<file path="src/rtl/rr_bus_arbiter8.sv">
// Round-robin arbiter for an external 8:1 32-bit word mux: registered one-hot grant and select,
// valid/ready beat handshake to a single consumer, and a MAX_HOLD beat cap per contended tenure.
module rr_bus_arbiter8 #(
  parameter int unsigned MAX_HOLD = 4
) (
  input  logic       clk,
  input  logic       rst,
  input  logic [7:0] req,
  input  logic       out_ready,
  output logic [7:0] grant,
  output logic [2:0] sel,
  output logic       bus_valid,
  output logic       beat,
  output logic       busy
);

  localparam int unsigned CntW = $clog2(MAX_HOLD + 1);

  typedef enum logic {StIdle, StGrant} state_e;

  state_e            state_q, state_d;
  logic [7:0]        grant_q, grant_d;
  logic [2:0]        sel_q, sel_d;
  logic [2:0]        ptr_q, ptr_d;
  logic [CntW-1:0]   hold_q, hold_d;
  logic [CntW-1:0]   cnt_inc;

  logic [7:0]        arb_mask;
  logic              found;
  logic [2:0]        win;
  logic [2:0]        idx;
  logic              owner_req;
  logic              others;
  logic              cap_hit;
  logic              release_now;

  assign grant     = grant_q;
  assign sel       = sel_q;
  assign busy      = (state_q == StGrant);
  assign bus_valid = |(grant_q & req);
  assign beat      = bus_valid & out_ready;

  // The current owner is excluded from the search, so a release always moves the path on.
  assign arb_mask = (state_q == StIdle) ? req : (req & ~grant_q);

  // Rotate-priority encoder: first set bit of arb_mask scanning ptr+1, ptr+2, ... mod 8.
  always_comb begin
    found = 1'b0;
    win   = '0;
    idx   = '0;
    for (int i = 1; i <= 8; i++) begin
      idx = ptr_q + i[2:0];
      if (!found && arb_mask[idx]) begin
        found = 1'b1;
        win   = idx;
      end
    end
  end

  assign owner_req   = |(req & grant_q);
  assign others      = |(req & ~grant_q);
  assign cnt_inc     = hold_q + 1'b1;
  assign cap_hit     = beat && (cnt_inc == CntW'(MAX_HOLD));
  assign release_now = !owner_req || (cap_hit && others);

  always_comb begin
    state_d = state_q;
    grant_d = grant_q;
    sel_d   = sel_q;
    ptr_d   = ptr_q;
    hold_d  = hold_q;
    unique case (state_q)
      StIdle: begin
        if (found) begin
          state_d = StGrant;
          grant_d = 8'(1) << win;
          sel_d   = win;
          ptr_d   = win;
          hold_d  = '0;
        end
      end
      StGrant: begin
        // A lone owner reaching the cap simply wraps the count and keeps the path.
        if (beat) begin
          hold_d = cap_hit ? '0 : cnt_inc;
        end
        if (release_now) begin
          hold_d = '0;
          if (found) begin
            grant_d = 8'(1) << win;
            sel_d   = win;
            ptr_d   = win;
          end else begin
            grant_d = '0;
            state_d = StIdle;
          end
        end
      end
      default: begin
        state_d = StIdle;
        grant_d = '0;
      end
    endcase
  end

  always_ff @(posedge clk or posedge rst) begin
    if (rst) begin
      state_q <= StIdle;
      grant_q <= '0;
      sel_q   <= '0;
      ptr_q   <= 3'd7;
      hold_q  <= '0;
    end else begin
      state_q <= state_d;
      grant_q <= grant_d;
      sel_q   <= sel_d;
      ptr_q   <= ptr_d;
      hold_q  <= hold_d;
    end
  end

endmodule

</file>
<file path="config.mk">
export PLATFORM = sky130hd
export DESIGN_NAME = rr_bus_arbiter8
export DESIGN_NICKNAME = d
export VERILOG_FILES = /design/src/rtl/rr_bus_arbiter8.sv
export SDC_FILE = /design/constraint.sdc
export NUM_CORES = 1
export LEC_CHECK = 0
export CAP_MARGIN = 15
export CELL_PAD_IN_SITES_DETAIL_PLACEMENT = 0
export CELL_PAD_IN_SITES_GLOBAL_PLACEMENT = 1
export CORE_AREA = 3 3 90 75
export DETAILED_ROUTE_END_ITERATION = 10
export DIE_AREA = 0 0 93 78
export DONT_BUFFER_PORTS = 1
export HOLD_SLACK_MARGIN = 0.03
export PLACE_DENSITY_LB_ADDON = 0.1
export SETUP_SLACK_MARGIN = 0.4
export SYNTH_ARGS = -nofsm -noshare
export SYNTH_HDL_FRONTEND = slang
export SYNTH_SLANG_ARGS = --single-unit
export TNS_END_PERCENT = 50
</file>
<file path="constraint.sdc">
create_clock -name clk -period 9.28 [get_ports clk]
set_input_delay 0.464 -clock clk [delete_from_list [all_inputs] [get_ports clk]]
set_output_delay 0.464 -clock clk [all_outputs]
set_load 0.01 [all_outputs]
</file>
==> Word level (Yosys, flattened, before mapping) <==
Cells that the tools add are included.
{ "op_classes": {"n_addsub": 8, "mul": 0, "n_div": 0, "order_cmp": 8, "eq_ne": 4, "shift": 1, "muxes": 51, "bitwise_logic": 5, "n_reduce_logical": 22} }
{ "ops": {"columns": ["cell", "count"], "rows": [
  ["3-bit two-way mux", 16],
  ["3-bit by 4-bit less-than comparator with 1-bit output (second input constant)", 8],
  ["8-bit two-way mux", 4],
  ["1-bit binary-select mux with 3-bit select", 8],
  ["1-bit two-way mux", 18],
  ["3-bit case mux with 2 select lines", 3],
  ["8-bit AND", 2],
  ["8-bit case mux with 2 select lines", 1],
  ["8-bit OR reduction", 2],
  ["3-bit adder (second input constant)", 4],
  ["1-bit logical AND", 9],
  ["1-bit logical NOT", 8],
  ["8-bit NOT", 1],
  ["1-bit by 3-bit << shifter with 8-bit output (first input constant)", 1],
  ["3-bit by 1-bit adder with 3-bit output (second input constant)", 2],
  ["3-bit by 2-bit adder with 3-bit output (second input constant)", 2],
  ["2-bit AND reduction", 2],
  ["3-bit == test (second input constant)", 1],
  ["3-bit by 2-bit != test with 1-bit output (second input constant)", 1],
  ["2-bit by 1-bit != test with 1-bit output (second input constant)", 1],
  ["2-bit != test (second input constant)", 1],
  ["1-bit case mux with 2 select lines", 1],
  ["1-bit AND", 1],
  ["1-bit logical OR", 1],
  ["1-bit NOT", 1]
]} }
{ "word_totals": {"register_bits": 18, "latch_bits": 0, "mem_bits_rw": 0, "rom_bits": 0, "out_inout_bits": 14, "wordCells": 104, "n_memories": 0} }

==> Depth between registers and ports, before layout <==
Gate-level depths: netlist of the first run.
{ "depth": {"ltp_word": 31, "ltp_mapped": 13, "depth_no_buf": 10} }

==> Worst setup path after synthesis of the first run <==
OpenSTA, ideal clock, no wires.
{ "synth_timing": {"path_kind": "register to register", "start": "reg ptr_q[1]", "end": "reg grant_q[1] (netlist: grant[1])", "arrival_time_ps": 3080, "slack_ps": 6097, "stages_incl_launch_ff": 12, "path_buffers": 1, "cell_sequence": "dfstp_2 -> inv_1 -> clkbuf_1 -> ha_1 -> xor2_1 -> inv_1 -> mux4_2 -> nor3b_4 -> and4_1 -> o2bb2ai_1 -> and2_4 -> o41ai_4"} }
{ "synth_via": {"elab_chain_len": 29} }
{ "synth_lines": {"columns": ["item", "line", "source"], "rows": [
  ["start: declaration", "24", "logic [2:0] ptr_q, ptr_d;"],
  ["start signal: assignment", "117", "ptr_q <= ptr_d;"],
  ["3-bit by 1-bit adder with 3-bit output", "52", "idx = ptr_q + i[2:0];"],
  ["1-bit binary-select mux with 3-bit select", "53", "if (!found && arb_mask[idx]) begin"],
  ["1-bit two-way mux (implied by the code)", "53", null],
  ["1-bit two-way mux", "53", null],
  ["1-bit logical NOT", "53", null],
  ["1-bit logical AND", "53", null],
  ["1-bit two-way mux", "53", null],
  ["1-bit logical NOT", "53", null],
  ["[13 not listed]", null, null],
  ["1-bit two-way mux", "53", null],
  ["1-bit logical NOT", "53", null],
  ["1-bit logical AND", "53", null],
  ["3-bit two-way mux", "53", null],
  ["1-bit by 3-bit << shifter with 8-bit output", "76, 90", null],
  ["8-bit two-way mux", "89", "if (found) begin"],
  ["8-bit two-way mux", "87", "if (release_now) begin"],
  ["8-bit case mux with 2 select lines", "72", "unique case (state_q)"],
  ["end signal: assignment", "115", "grant_q <= grant_d;"],
  ["end: declaration", "22", "logic [7:0] grant_q, grant_d;"]
]} }
Several ways; a longest one is shown, not always the timed one. The select of a mux whose other input is x is not followed.
A chain may end at the register's enable or synchronous reset.

==> Worst setup path in the final report of the first run <==
{ "layout_timing": {"start": "reg ptr_q[0]", "end": "reg grant_q[1] (netlist: grant[1])"} }
Same word-level chain as after synthesis.

==> impl_metrics.csv, run 1 <==
group,metric,value,unit
grt,grt_pass1_vias,1709,
clock_tree,post-cts-setup-buffer-count,0,
critical_path,critPathKind,"reg2reg",
floorplan,design.die.area,7250,um^2
synthesis,synth_fp_nets,228,
critical_path,worst-endpoint-arrival,4080,ps
finish,share_of_layout_cells_above_drive_strength_1,15.5,%
synthesis,post_synth_inst_count,213,
grt,gr-total-overflow,0,
routing,route.detailed.wl_per_inst,20.0,um
finish,diodes,0,
sta,setup_violations,0,
synthesis,netlist_area,1970,um^2
clock_tree,tritoncts_clock_tree,"done",
clock_tree,numCtsBuffers,3,
routing,drt_wl_total,5.76,mm
finish,fin_util,34.5,%
sta,fin_worst_skew,9.39,ps
placement,gpl.final_weighted_congestion,0.856,
critical_path,path_max_fanout,20,
floorplan,die_width,93,um
sta,final-max-slew-violation-count,0,
synthesis,largest_area_contributor_in_the_netlist,"dfrtp_1",
grt,largest_net_degree_at_the_start_of_global_routing,29,
critical_path,cp-start-kind,"flip-flop",
sta,setup-tns-final,0,ps
clock_tree,clk_path_buf_depth,2,
synthesis,seq_area_frac_synth,23.0,%
clock_tree,numClockSinks,18,
floorplan,fp.coreArea,5880,um^2
routing,drtIter0Drc,236,
grt,antenna_found_initial,0,
critical_path,worstPathBufferInverterCount,2,
synthesis,synth_flop_cell,"dfrtp_1",
synthesis,synth_enable_flop_cells,0,
clock_tree,post_cts_resize_count,0,
sta,timing.final.crit_share,42.3,%
floorplan,io_pins,25,
clock_tree,h-tree-depth,1,
synthesis,share_of_flip_flops_with_an_asynchronous_set_or_reset_after_synthesis,100,%
clock_tree,clockRootBuffer,"clkbuf_8",
synthesis,ys_types,62,
sta,period_needed,3920,ps
outcome,status,"completed",
routing,number_of_drc_violations_after_detailed_routing,0,
worst_hold_path,min_path_type,"in2async",
finish,mostFrequentLayoutCell,"nand2_1",
synthesis,synthDominantCellAreaShare,19.0,%
sta,rsz0062_at_grt,"false",
grt,grt_usage,16.6,%
critical_path,slowest_stage,"dfstp_2",
clock_tree,worst_skew_pair.late_latency,260,ps
clock_tree,path_clk_slew,70,ps
finish,fin_nets,223,
critical_path,worstPathRequired,9430,ps
routing,detail_route.vias_per_cell,6.05,
critical_path,cp_top_family,"flip-flops",
routing,antenna_left,0,
finish,final_cell_mix,"nand2_1 (19), o21ai_0 (17), dfrtp_1 (15)",
critical_path,worst_case_register_to_register_setup_slack,5360,ps
synthesis,ys_warn_count,0,
clock_tree,cts.hold.buffers_added,0,
floorplan,initial_core_util,33.6,%
synthesis,post_synth_main_area_contributors,"dfrtp_1 (19%), mux4_2 (8.0%), mux2i_1 (7.1%)",
floorplan,std_cell_rows,25,
placement,placement.io_buffers,0,
sta,worst_slew_margin_rel,38.0,%
routing,drt_pre_antenna_iters,4,
placement,place_hpwl,4.51,mm
grt,grt_first_pass_wirelength,9.55,mm
run,maxCapViolations,0,
critical_path,critPathMaxStageDelay,880,ps
sta,max_freq,0.255,GHz
critical_path,critical_path.cell_chain,"inv_1, ha_1, xor2_1, inv_1, mux4_2, nor3b_4, nand3_1, o21ai_1, nand2_1, o41ai_4",
synthesis,synth-seq-cells,18,
sta,timing_worst_slew_pin_value,930,ps
critical_path,cpMostUsedCell,"inv_1",
critical_path,cp_endpoint_kind,"flip-flop",
sta,report.final.hold_viol_count,0,
floorplan,floorplan.die.height,78,um
synthesis,synthesis.area_per_instance,9.26,um^2
routing,detailroute.via_count,1743,
finish,areaGrowthSynthToFinish,2.79,%
[stage by stage]
step	hold slack [ps]	std cells	worst slack [ps]	area, um^2
final	194	288	5360	2030
after global routing	267	288	4960	2030
after CTS	226	288	5020	2030
after detailed placement	482	284	5030	1980
after global placement	465	284	5270	1980
after floorplan	400	213	6100	1970
[synthesized netlist by cell type, drive strengths merged (2+ instances only)]
library cell and n:
o21ai 19, nand4 4, o22ai 4, o221ai 2
nor2 12, o311ai 2, o31ai 2, mux2i 15
nand3 2, o2111ai 3, a211oi 7, a21oi 13
dfrtp 15, a21o 8, mux4 9, dfstp 3
a22o 2, a21boi 2, mux2 8, nand2b 3
inv 14, clkbuf 5, buf 5, and2 2
nand2 19, a22oi 6, ha 4
[registers in the layout (all words and copies together), names as in the netlist]
signal and count:
ptr_q 3, busy 1, sel 3, grant 8, hold_q 3
[area by class of cell]
cell class,count,area [um^2]
Clock buffer,4,45.0
Fill cell,648,3850
Inverter,15,56.3
Multi-Input combinational cell,170,1370
Sequential cell,18,454
Tap cell,81,101
[routing by layer]
layer	up-vias	track usage (%)	routed length (um)
met5	-	0	0
met3	6	3.68	480
li1	824	-	-
met1	840	24.1	2700
met2	73	26.0	2540
met4	0	1.90	42
[cells by family after synthesis]
logic type	Yosys count	synth area share, %
compound gates	83	30.0
buf+inv	25	7.48
mux	32	23.5
xor+xnor	2	0.888
fa+ha+maj	4	2.54
simple gates	49	12.6
flops	18	23.0
[worst paths after layout]
path | from | end | depth (start not counted)
hold / removal | rst | busy | 1
setup / recovery | ptr_q[0] | grant[1] | 10
hold reg to reg | hold_q[2] | hold_q[2] | 2
setup reg to reg | ptr_q[0] | grant[1] | 10
min in group clk | out_ready | hold_q[2] | 3
max in group asynchronous | rst | grant[6] | 1
Power of run 1 is not shown: default switching activity piles up to over one toggle a cycle in this logic, so the estimate is an artifact.
==> run 2, diff against run 1 <==
--- a/config.mk
+++ b/config.mk
@@ -5,12 +5,13 @@
 export SDC_FILE = /design/constraint.sdc
 export NUM_CORES = 1
 export LEC_CHECK = 0
+export ABC_AREA = 1
 export CAP_MARGIN = 15
 export CELL_PAD_IN_SITES_DETAIL_PLACEMENT = 0
 export CELL_PAD_IN_SITES_GLOBAL_PLACEMENT = 1
-export CORE_AREA = 3 3 90 75
+export CORE_AREA = 3 3 86 72
 export DETAILED_ROUTE_END_ITERATION = 10
-export DIE_AREA = 0 0 93 78
+export DIE_AREA = 0 0 89 75
 export DONT_BUFFER_PORTS = 1
 export HOLD_SLACK_MARGIN = 0.03
 export PLACE_DENSITY_LB_ADDON = 0.1
==> constraint.sdc (replaced) <==
create_clock -name clk -period 3.3 [get_ports clk]
set_input_delay 0.165 -clock clk [delete_from_list [all_inputs] [get_ports clk]]
set_output_delay 0.165 -clock clk [all_outputs]
set_load 0.01 [all_outputs]
==> impl_metrics.csv, run 2 <==
group,metric,value,unit
synthesis,synthesis.area_per_instance,6.20,um^2
run,maxCapViolations,0,
grt,antenna_found_initial,0,
routing,drt_wl_total,5.64,mm
synthesis,synth-seq-cells,18,
synthesis,synth_flop_cell,"dfrtp_1",
placement,placement.io_buffers,0,
worst_hold_path,whs_path_depth,4,
critical_path,cp-start-kind,"flip-flop",
floorplan,floorplan.die.height,75,um
sta,fin_worst_skew,6.34,ps
finish,mostFrequentLayoutCell,"nand2_1",
routing,total_length_of_routed_met3_wires,472,um
finish,areaGrowthSynthToFinish,13.8,%
finish,diodes,0,
sta,timing_worst_slew_pin_value,673,ps
synthesis,synth_fp_nets,307,
clock_tree,tritoncts_clock_tree,"done",
sta,setup_violations,0,
routing,detailroute.via_count,1921,
clock_tree,path_clk_slew,70,ps
synthesis,yosys-top-cells-count,"nand2_1 (94), nand3_1 (68), inv_1 (27)",
routing,detail_route.vias_per_cell,5.19,
synthesis,synth_compound_gate_area_share,4.70,%
floorplan,std_cell_rows,24,
finish,largest_register_ff_count,8,
synthesis,largest_area_contributor_in_the_netlist,"dfrtp_1",
synthesis,yosys.cell_count.top_type,"nand2_1",
routing,route.met2.wl,2.26,mm
routing,route.detailed.wl_per_inst,15.3,um
synthesis,synth_enable_flop_cells,0,
grt,grt_pass1_vias,1758,
synthesis,ys_types,33,
critical_path,cp_endpoint_kind,"flip-flop",
sta,timing.final.crit_share,82.4,%
critical_path,worst-endpoint-arrival,2860,ps
synthesis,post_synth_adder_cell_area,2.77,%
finish,final_cell_mix,"nand2_1 (92), nand3_1 (67), inv_1 (26)",
synthesis,synth_xor_area_share,2.28,%
routing,number_of_drc_violations_after_detailed_routing,0,
outcome,status,"completed",
critical_path,path_max_fanout,8,
synthesis,share_of_flip_flops_with_an_asynchronous_set_or_reset_after_synthesis,100,%
routing,wirelength_met1,2.91,mm
synthesis,synthDominantCellAreaShare,20.7,%
clock_tree,clk_path_buf_depth,2,
synthesis,netlist_area,1810,um^2
clock_tree,worst_skew_pair.late_latency,250,ps
synthesis,ys_warn_count,0,
floorplan,initial_core_util,33.7,%
sta,max_freq,0.368,GHz
routing,dr.max_layer_used,"met4",
routing,drt_pre_antenna_iters,5,
sta,setup-tns-final,0,ps
critical_path,critPathKind,"reg2reg",
grt,largest_net_degree_at_the_start_of_global_routing,19,
grt,grt_first_pass_wirelength,9.08,mm
finish,share_of_layout_cells_above_drive_strength_1,17.4,%
critical_path,timing.reg2reg.worst_path_depth,17,
finish,fin_nets,321,
floorplan,io_pins,25,
sta,rsz0062_at_grt,"false",
routing,antenna_left,0,
sta,period_needed,2720,ps
synthesis,seq_area_frac_synth,25.1,%
synthesis,post_synth_inst_count,292,
synthesis,synth_top_family_by_area,"simple AND/OR/NAND/NOR gates",
sta,worst_slew_margin_rel,55.1,%
floorplan,design.die.area,6680,um^2
clock_tree,clockRootBuffer,"clkbuf_8",
floorplan,fp.coreArea,5380,um^2
routing,drtIter0Drc,144,
worst_hold_path,min_path_type,"in2reg",
placement,place_hpwl,4.59,mm
grt,grt_usage,17.8,%
sta,report.final.hold_viol_count,0,
critical_path,worstPathRequired,3440,ps
placement,gpl.final_weighted_congestion,0.858,
synthesis,fraction_of_synthesized_area_in_multiplexers,0,%
clock_tree,h-tree-depth,1,
synthesis,post_synth_main_area_contributors,"dfrtp_1 (21%), nand2_1 (20%), nand3_1 (19%)",
floorplan,die_width,89,um
grt,gr-total-overflow,0,
sta,final-max-slew-violation-count,0,
clock_tree,numClockSinks,18,
synthesis,synth_simple_gate_area_share,55.5,%
clock_tree,numCtsBuffers,3,
[run 2: changes by cell type in the layout (fill, tap and decap cells not counted), sizes merged, moves of 5 or more]
cell	delta
a21o	-8
a211oi	-7
inv	+20
o21ai	-11
nand4	+5
mux2i	-15
mux2	-8
nor2	+17
nand2	+81
a22oi	-6
buf	+12
nand3	+69
mux4	-9
a21oi	-9
[run 2: worst paths after layout]
check,start,end,slack [ps]
worst max-delay path,ptr_q[0],grant[6],580
worst min-delay path,out_ready,hold_q[1],220
worst max register to register,ptr_q[0],grant[6],580
worst min register to register,hold_q[1],hold_q[1],490
max in group asynchronous,rst,grant[0],2410
min in group asynchronous,rst,grant[5],450
[run 2: critical path, stage by stage, from the launching register on]
cell	delay, ps
dfstp_2	630
buf_4	180
ha_1	190
xnor2_2	140
inv_2	150
nand3_2	130
nand2_4	130
nand2_4	70
nor2_8	140
nand4_4	110
nor2_4	210
nand2_4	90
nand2_4	100
inv_2	90
nand2_4	90
inv_2	40
nand2_1	60
nand2_1	40
[run 2: stage by stage]
step,util [%],std cells,instance area (um^2),hold slack [ps],setup WS (ps)
floorplan,-,292,1810,101,657
global placement,35.2,357,1890,186,368
detailed placement,35.2,357,1890,193,434
CTS,36.2,362,1950,223,418
global route,38.3,370,2060,234,395
finish,38.3,370,2060,219,581
[run 2: logic make-up after synthesis]
kind of cell             Yosys count
AO/OA/AOI/OAI                     14
XOR/XNOR                           3
buffers and inverters             41
adder cells (fa/ha/maj)            4
flip-flops                        18
AND/OR/NAND/NOR                  212
[run 2: timing repair]
action | 4_1_cts | 5_1_grt
hold buffers | 1 | 0
resized for setup | 0 | 13
buffers inserted | 0 | 8
hold endpoints to repair | 15 | 0
endpoints found under the setup margin | 0 | 17
[run 2: metal layers]
layer / up-vias / global-route usage (%)
met4: 0 / 0.992
met3: 2 / 4.27
met1: 877 / 27.7
met2: 59 / 25.9
met5: - / 0
li1: 983 / -
[run 2: layout make-up]
| class | count | area, um^2 |
|---|---|---|
| inverters | 36 | 141 |
| fillers | 579 | 3320 |
| well taps | 65 | 81.3 |
| multi-input cells | 233 | 1230 |
| flip-flops and latches | 18 | 454 |
| repair buffers | 14 | 105 |
| clock buffers | 4 | 45.0 |
Power of run 2 is left out for the same reason.
==> run 3, diff against run 2 <==
--- a/config.mk
+++ b/config.mk
@@ -5,13 +5,13 @@
 export SDC_FILE = /design/constraint.sdc
 export NUM_CORES = 1
 export LEC_CHECK = 0
-export ABC_AREA = 1
+export ABC_AREA = 0
 export CAP_MARGIN = 15
 export CELL_PAD_IN_SITES_DETAIL_PLACEMENT = 0
 export CELL_PAD_IN_SITES_GLOBAL_PLACEMENT = 1
-export CORE_AREA = 3 3 86 72
+export CORE_AREA = 3 3 90 75
 export DETAILED_ROUTE_END_ITERATION = 10
-export DIE_AREA = 0 0 89 75
+export DIE_AREA = 0 0 93 78
 export DONT_BUFFER_PORTS = 1
 export HOLD_SLACK_MARGIN = 0.03
 export PLACE_DENSITY_LB_ADDON = 0.1
==> constraint.sdc (replaced) <==
create_clock -name clk -period 2.8 [get_ports clk]
set_input_delay 0.14 -clock clk [delete_from_list [all_inputs] [get_ports clk]]
set_output_delay 0.14 -clock clk [all_outputs]
set_load 0.01 [all_outputs]
==> impl_metrics.csv, run 3 (synthesis results as in run 1) <==
group,metric,value,unit
outcome,status,"finished, violations left",
outcome,failed_checks,"negative setup slack",
floorplan,floorplan.die.height,78,um
clock_tree,numCtsBuffers,3,
floorplan,initial_core_util,33.6,%
placement,place_hpwl,5.29,mm
floorplan,die_width,93,um
floorplan,fp.coreArea,5880,um^2
finish,diodes,0,
routing,drtIter0Drc,141,
floorplan,std_cell_rows,25,
routing,drt_pre_antenna_iters,4,
routing,antenna_left,0,
critical_path,crit-reg2reg-capture,"grant[0]",
grt,gr-total-overflow,0,
finish,largest_register_ff_count,8,
worst_hold_path,min_path_type,"in2reg",
sta,report.final.hold_viol_count,0,
worst_hold_path,worst_hold_path_ep,"hold_q[0]",
critical_path,worstReg2RegStart,"ptr_q[0]",
clock_tree,path_clk_slew,70,ps
critical_path,timing.reg2reg.worst_path_depth,10,
placement,gpl.final_weighted_congestion,0.980,
sta,timing_worst_slew_pin_value,704,ps
clock_tree,h-tree-depth,1,
grt,grt_pass1_vias,2104,
sta,setup_violations,17,
clock_tree,numClockSinks,18,
critical_path,cp_endpoint_kind,"flip-flop",
floorplan,io_pins,25,
finish,areaGrowthSynthToFinish,47.6,%
critical_path,path_max_fanout,7,
grt,antenna_found_initial,0,
placement,placement.io_buffers,0,
worst_hold_path,timing.hold.worst.start,"out_ready",
run,maxCapViolations,0,
worst_hold_path,whs_path_depth,3,
finish,mostFrequentLayoutCell,"buf_4",
sta,fin_worst_skew,1.73,ps
critical_path,critPathKind,"reg2reg",
routing,drt_wl_total,6.85,mm
clock_tree,worst_skew_pair.late_latency,250,ps
sta,worst_slew_margin_rel,53.0,%
sta,final_critical_path_setup_slack,-207,ps
grt,largest_net_degree_at_the_start_of_global_routing,19,
placement,placedInstanceArea,2460,um^2
grt,grt_usage,19.7,%
floorplan,design.die.area,7250,um^2
sta,rsz0062_at_grt,"true",
sta,period_needed,3010,ps
clock_tree,tritoncts_clock_tree,"done",
finish,fin_nets,293,
critical_path,worst-endpoint-arrival,3170,ps
clock_tree,clockRootBuffer,"clkbuf_8",
routing,detailroute.via_count,2038,
critical_path,worstPathRequired,2960,ps
routing,route.detailed.wl_per_inst,19.1,um
sta,timing.final.crit_share,107,%
clock_tree,clk_path_buf_depth,2,
finish,final_cell_mix,"buf_4 (59), nand2_1 (17), dfrtp_1 (15)",
critical_path,worst_case_register_to_register_setup_slack,-210,ps
finish,fin_util,49.5,%
grt,grt_first_pass_wirelength,11.3,mm
sta,final-max-slew-violation-count,0,
finish,share_of_layout_cells_above_drive_strength_1,52.0,%
finish,design_area,2910,um^2
critical_path,cp-start-kind,"flip-flop",
routing,number_of_drc_violations_after_detailed_routing,0,
sta,max_freq,0.333,GHz
routing,detail_route.vias_per_cell,5.69,
run 3: changes by cell type in the layout (fill, tap and decap cells not counted), sizes merged, moves of 6 or more:
cell / before / now
inv: 34 / 14
mux2: 0 / 8
o21ai: 8 / 19
a22oi: 0 / 6
a211oi: 0 / 7
mux2i: 0 / 15
nor2: 29 / 12
buf: 12 / 69
nand3: 71 / 2
nand2: 100 / 19
mux4: 0 / 9
a21o: 0 / 8
a21oi: 4 / 13
run 3: metrics by stage:
step	std cells	setup slack (ps)	TNS, ps	hold WS (ps)
6_report	358	-207	-2510	93.5
2_1_floorplan	213	-146	-925	76.4
4_1_cts	356	-172	-2230	114
3_5_place_dp	340	-330	-4040	179
5_1_grt	358	-295	-4360	105
3_3_place_gp	340	-261	-3150	152
run 3: how the worst max path moves through the flow:
stage	slack, ps	endpoint	depth (start not counted)	from
after floorplan	-150	grant[1]	11	ptr_q[0]
after global placement	-260	grant[7]	12	ptr_q[0]
after detailed placement	-330	grant[1]	8	ptr_q[0]
after CTS	-170	grant[7]	12	ptr_q[0]
after global routing	-300	grant[4]	11	ptr_q[0]
final	-210	grant[0]	10	ptr_q[0]
run 3: area by class of cell:
type,count,area (um^2)
tap,81,101
multi-input combinational,170,1650
inverter,15,58.8
fill,573,2970
sequential,18,454
timing repair buffer,70,591
clock buffer,4,55.1
run 3: per-layer routing:
| metal | global-route usage (%) | share of wire (%) | routed length, um | vias to the layer above |
|---|---|---|---|---|
| met5 | 0 | 0 | 0 | - |
| met4 | 4.25 | 1.7 | 117 | 0 |
| met3 | 3.49 | 6.6 | 455 | 10 |
| met2 | 29.9 | 44 | 3040 | 80 |
| met1 | 29.1 | 47 | 3230 | 985 |
| li1 | - | - | - | 963 |
run 3: critical path, stage by stage, from the launching register on:
cell,delay (ps)
dfstp_2,590
buf_12,140
mux2_4,310
a21o_1,190
mux4_2,520
nor3b_4,180
buf_6,140
a32oi_4,280
nand4_1,190
buf_4,190
o31ai_1,190
run 3: what timing repair did:
action,in CTS,in global routing
cloned,1,0
setup buffers,10,2
pin swaps,13,15
hold buffers,1,0
resized for setup,44,25
hold endpoints to repair,15,0
endpoints found under the setup margin,18,18
Power of run 3 is left out for the same reason.
